File: config.mk
export PLATFORM = sky130hd
export DESIGN_NAME = audio_serial_tx
export DESIGN_NICKNAME = d
export VERILOG_FILES = /design/src/rtl/audio_serial_tx.sv
export SDC_FILE = /design/constraint.sdc
export NUM_CORES = 1
export LEC_CHECK = 0
export ABC_AREA = 1
export BUFFER_PORTS_ARGS = -buffer_cell sky130_fd_sc_hd__buf_4
export CELL_PAD_IN_SITES_DETAIL_PLACEMENT = 0
export CELL_PAD_IN_SITES_GLOBAL_PLACEMENT = 1
export CORE_MARGIN = 5
export CORE_UTILIZATION = 53
export CTS_BUF_LIST = sky130_fd_sc_hd__clkbuf_4
export DETAILED_ROUTE_END_ITERATION = 10
export PLACE_DENSITY = 0.95
export SLEW_MARGIN = 40
export SYNTH_ARGS = -nofsm -noshare
export SYNTH_HDL_FRONTEND = slang
export SYNTH_SLANG_ARGS = --single-unit
File: constraint.sdc
create_clock -name clk -period 6.15 [get_ports clk]
set_clock_uncertainty 0.1 [all_clocks]
set_input_delay 0.3075 -clock clk [delete_from_list [all_inputs] [get_ports clk]]
set_output_delay 0.3075 -clock clk [all_outputs]
set_load 0.01 [all_outputs]
File: src/rtl/audio_serial_tx.sv
// Sample FIFO plus MSB-first serial shifter driving a 3-wire DAC link.
// Frames run back-to-back while the FIFO holds data; idle otherwise.
module audio_serial_tx #(
  parameter int DATA_W     = 16,
  parameter int FIFO_DEPTH = 4,
  parameter int CLK_DIV    = 2
) (
  input  logic                          clk,
  input  logic                          rst,
  input  logic [DATA_W-1:0]             sample_in,
  input  logic                          sample_valid,
  output logic                          sck,
  output logic                          ws,
  output logic                          sdo,
  output logic [$clog2(FIFO_DEPTH):0]   fifo_level,
  output logic                          busy,
  output logic                          overflow
);

  localparam int AW = $clog2(FIFO_DEPTH);
  localparam int LW = AW + 1;
  localparam int DW = (CLK_DIV > 1) ? $clog2(CLK_DIV) : 1;
  localparam int BW = (DATA_W > 1) ? $clog2(DATA_W) : 1;

  typedef enum logic {
    IDLE,
    SHIFT
  } state_t;

  state_t            state;
  logic [DATA_W-1:0] mem [FIFO_DEPTH];
  logic [AW-1:0]     wr_ptr;
  logic [AW-1:0]     rd_ptr;
  logic [DW-1:0]     div;
  logic [BW-1:0]     bit_cnt;
  logic [DATA_W-1:0] shreg;
  logic [DATA_W-1:0] rd_data;
  logic              empty;
  logic              full;
  logic              div_wrap;
  logic              bit_end;
  logic              frame_end;
  logic              pop;
  logic              push;

  assign empty     = (fifo_level == '0);
  assign full      = (fifo_level == LW'(FIFO_DEPTH));
  assign rd_data   = mem[rd_ptr];
  assign div_wrap  = (div == DW'(CLK_DIV - 1));
  assign bit_end   = (state == SHIFT) && sck && div_wrap;
  assign frame_end = bit_end && (bit_cnt == BW'(DATA_W - 1));
  assign pop       = !empty && ((state == IDLE) || frame_end);
  assign push      = sample_valid && (!full || pop);

  always_ff @(posedge clk) begin
    if (push) mem[wr_ptr] <= sample_in;
  end

  // a pop in the same cycle frees the slot a full-FIFO write needs
  always_ff @(posedge clk) begin
    if (rst) begin
      wr_ptr     <= '0;
      rd_ptr     <= '0;
      fifo_level <= '0;
      overflow   <= 1'b0;
    end else begin
      if (push) wr_ptr <= wr_ptr + 1'b1;
      if (pop)  rd_ptr <= rd_ptr + 1'b1;
      unique case ({push, pop})
        2'b10:   fifo_level <= fifo_level + 1'b1;
        2'b01:   fifo_level <= fifo_level - 1'b1;
        default: fifo_level <= fifo_level;
      endcase
      if (sample_valid && full && !pop) overflow <= 1'b1;
    end
  end

  always_ff @(posedge clk) begin
    if (rst) begin
      state   <= IDLE;
      sck     <= 1'b0;
      ws      <= 1'b0;
      sdo     <= 1'b0;
      busy    <= 1'b0;
      div     <= '0;
      bit_cnt <= '0;
      shreg   <= '0;
    end else begin
      unique case (state)
        IDLE: begin
          div <= '0;
          sck <= 1'b0;
          ws  <= 1'b0;
          sdo <= 1'b0;
          if (pop) begin
            state   <= SHIFT;
            busy    <= 1'b1;
            shreg   <= rd_data;
            sdo     <= rd_data[DATA_W-1];
            ws      <= 1'b1;
            bit_cnt <= '0;
          end
        end
        SHIFT: begin
          if (div_wrap) begin
            div <= '0;
            sck <= ~sck;
          end else begin
            div <= div + 1'b1;
          end
          // sck falling: end of the current bit period
          if (bit_end) begin
            if (frame_end) begin
              if (pop) begin
                shreg   <= rd_data;
                sdo     <= rd_data[DATA_W-1];
                ws      <= 1'b1;
                bit_cnt <= '0;
              end else begin
                state <= IDLE;
                busy  <= 1'b0;
                sdo   <= 1'b0;
                ws    <= 1'b0;
              end
            end else begin
              shreg   <= {shreg[DATA_W-2:0], 1'b0};
              sdo     <= shreg[DATA_W-2];
              ws      <= 1'b0;
              bit_cnt <= bit_cnt + 1'b1;
            end
          end
        end
        default: state <= IDLE;
      endcase
    end
  end

endmodule
==> impl_metrics.ini <==
[outcome]
status = completed

[critical_path]
rrSetupSlack_ns = 3.66
worstPathRequired_ns = 6.41
rr_endpoint = fifo_level[2]
crit_path_top_delay_cell = fa_1
cp-end-kind = register
arrival_ns = 2.76
crit_type = register to register
cp_max_fo = 19
critical-path-max-stage-delay_ns = 0.40
cp_top_family = adder cells
crit_buf_inv = 2
path_cells = ha_1, nand3_2, o21bai_4, nand2_4, inv_4, nand2_2, fa_1, inv_1, nand4_1, a21oi_1, nor2_1
rr_worst_depth = 11
regToRegStartpoint = bit_cnt[1]
startpoint = bit_cnt[1]
startpoint_type = register

[job]
maxCapViolCount = 0

[floorplan]
top_level_ports = 27
fp.dieH_microns = 97.8
row_count = 32
initial_core_util_pct = 53.7
core_sq_um = 7610
dieWidth_microns = 97.8
die-area_sq_um = 9560

[placed_design]
place_congestion = 0.787
numPlacedInstances = 521
port_buffers = 26
dp_hpwl_mm = 5.22

[logic_synthesis]
yosys_warnings = 0
synth_seq_area_share_pct = 64.3
syn_area_sq_um = 4080
synthAdderAreaFrac_pct = 2.02
synth_top_family_by_area = simple AND/OR/NAND/NOR gates
synth_cells = 403
synthSimpleGateAreaFrac_pct = 17.2
syn_avg_cell_area_sq_um = 10.1
synth_compound_area_share_pct = 11.6
synth-seq-cells = 99
syn_nets = 428
synth_mux_area_share_pct = 0
synth_top_area_share_pct = 47.1
synthTopCellsByArea = edfxtp_1, dfxtp_1, nand2_1
synth.lib_cells_used.distinct = 32
synth-xor-area-share_pct = 0
synth_top_cell_by_area = edfxtp_1

[clock_tree]
cts_num_sinks = 99
cts_tree = yes
cts_resized = 0
path_clk_slew_ns = 0.16
root_buffer = clkbuf_4
h-tree-depth = 3
insertion_delay_ns = 0.44
cts_buffer_depth = 2
cts_setup_buffers = 0
cts_buffers = 9

[global_route]
grt_usage_pct = 17.0
antenna_found_initial = 0
grt_max_degree = 27
grt_pass1_vias = 2665
overflow = 0
grt_first_pass_wirelength_mm = 13.0

[sta]
slew_headroom_pct = 51.0
drv_slew = 0
rsz0062_at_grt = false
worst_pin_slew_ns = 0.734
hold_viol = 0
tns_ns = 0
period_share_pct = 40.6
setup_viol = 0
max_freq_mhz = 401
finalCriticalPeriod_ns = 2.49

[route]
drcViolationCount = 0
drtIter0Drc = 122
vias = 2883
wl_per_cell_microns = 14.5
drt_first_pass_iters = 4
wirelength_mm = 8.04
routed_via_density = 5.20
ant_nets = 0

[worst_hold_path]
min_path_type = primary input to register
hp-start = sample_valid
hold_end = wr_ptr[0]
min_path_cells = 3

[cells_and_area]
drive_above_1_share_pct = 15.5
multi_input_area_sq_um = 1260
instances_no_fill = 554
fillers = 624
nets = 472
final-seq-area_sq_um = 2620
syn2layout_area_growth_pct = 14.6
diodes = 0

[pwr]
peakVddDrop_uv = 190
pwr_density_cell_nw_per_um2 = 403
finalPower_w = 0.00189
leakagePower_nw = 1.82
-- cell type report --
cell class	count	share of cell area (%)
multi-input cells	257	26.9
clock inverters	6	1.39
clock buffers	10	1.61
flip-flops and latches	99	56.1
inverters	32	2.62
repair buffers	48	8.61
well taps	102	2.73
-- synthesized netlist by cell type --
cell type / count
nand2_1: 91
edfxtp_1: 64
a21oi_1: 44
dfxtp_1: 35
o21ai_0: 32
inv_1: 29
nor2_1: 29
nand3_1: 22
or2_2: 10
buf_2: 7
clkbuf_1: 6
ha_1: 5
nand2_2: 4
nand4_1: 3
a31oi_1: 2
inv_2: 2
o21ai_1: 2
o22ai_1: 2
a211oi_1: 1
a21oi_2: 1
buf_4: 1
buf_6: 1
fa_1: 1
inv_4: 1
nand2_4: 1
nand3_2: 1
nor3_1: 1
nor3_2: 1
o211ai_1: 1
o21a_1: 1
o21ai_2: 1
o21bai_4: 1
-- registers in the layout (all words and copies together) (netlist names), 2 cells and up, named ones only --
name and count:
bit_cnt 4, fifo_level 3, mem 64, rd_ptr 2, shreg 15, wr_ptr 2
-- worst max path at each step --
stage	to	slack, ns	cells past startpoint
2_1_floorplan	mem[0][0]	3.81	7
3_3_place_gp	fifo_level[2]	3.78	11
6_report	fifo_level[2]	3.66	11
3_5_place_dp	fifo_level[2]	3.68	11
5_1_grt	fifo_level[2]	3.48	12
4_1_cts	fifo_level[2]	3.65	11
-- report_power, final --
part | leakage (nW) | switching [W] | internal (W)
logic | 0.872 | 0.000426 | 0.000233
registers | 0.876 | 0.0000668 | 0.000819
clock network | 0.0746 | 0.000212 | 0.000129
-- metal layers --
layer	global-route usage [%]	vias up	share of wire (%)
met5	0	-	0
met4	5.01	0	1.1
met3	3.43	9	3.8
met2	27.9	46	48
met1	23.2	1377	47
li1	-	1451	-
-- metrics by stage --
stage / util [%] / setup slack (ns) / hold WS (ns) / cell area [sq um]
after floorplan: - / 3.81 / 0.306 / 4080
after global placement: 57.4 / 3.78 / 0.351 / 4370
after detailed placement: 57.4 / 3.68 / 0.357 / 4370
after CTS: 61.5 / 3.65 / 0.119 / 4680
after global routing: 61.5 / 3.48 / 0.147 / 4680
final: 61.5 / 3.66 / 0.137 / 4680
-- placed cells by master, fill, tap and decap left out, drive strengths merged, types with 3 or more instances in the layout --
cell type,count
a21oi,45
buf,31
clkbuf,10
clkinv,3
dfxtp,35
dlygate4sd3,17
edfxtp,64
ha,5
inv,33
nand2,96
nand3,23
nand4,3
nor2,29
o21ai,35
or2,10
-- what timing repair did --
| item | 4_1_cts | 5_1_grt |
|---|---|---|
| hold buffers | 17 | 0 |
| setup endpoints to repair | 0 | 0 |
| endpoints found under the hold margin | 70 | 0 |
-- tightest hold or removal path: stages --
cell     delay [ns]
buf_4          0.13
nand2_2        0.13
a21oi_1        0.08
-- logic make-up after synthesis --
kind of cell	count (synthesis)
DFF	99
and+or+nand+nor	163
adders and majority gates	6
buffers and inverters	47
AOI/OAI and AO/OA	88
Power figures use the tool's default switching activity.
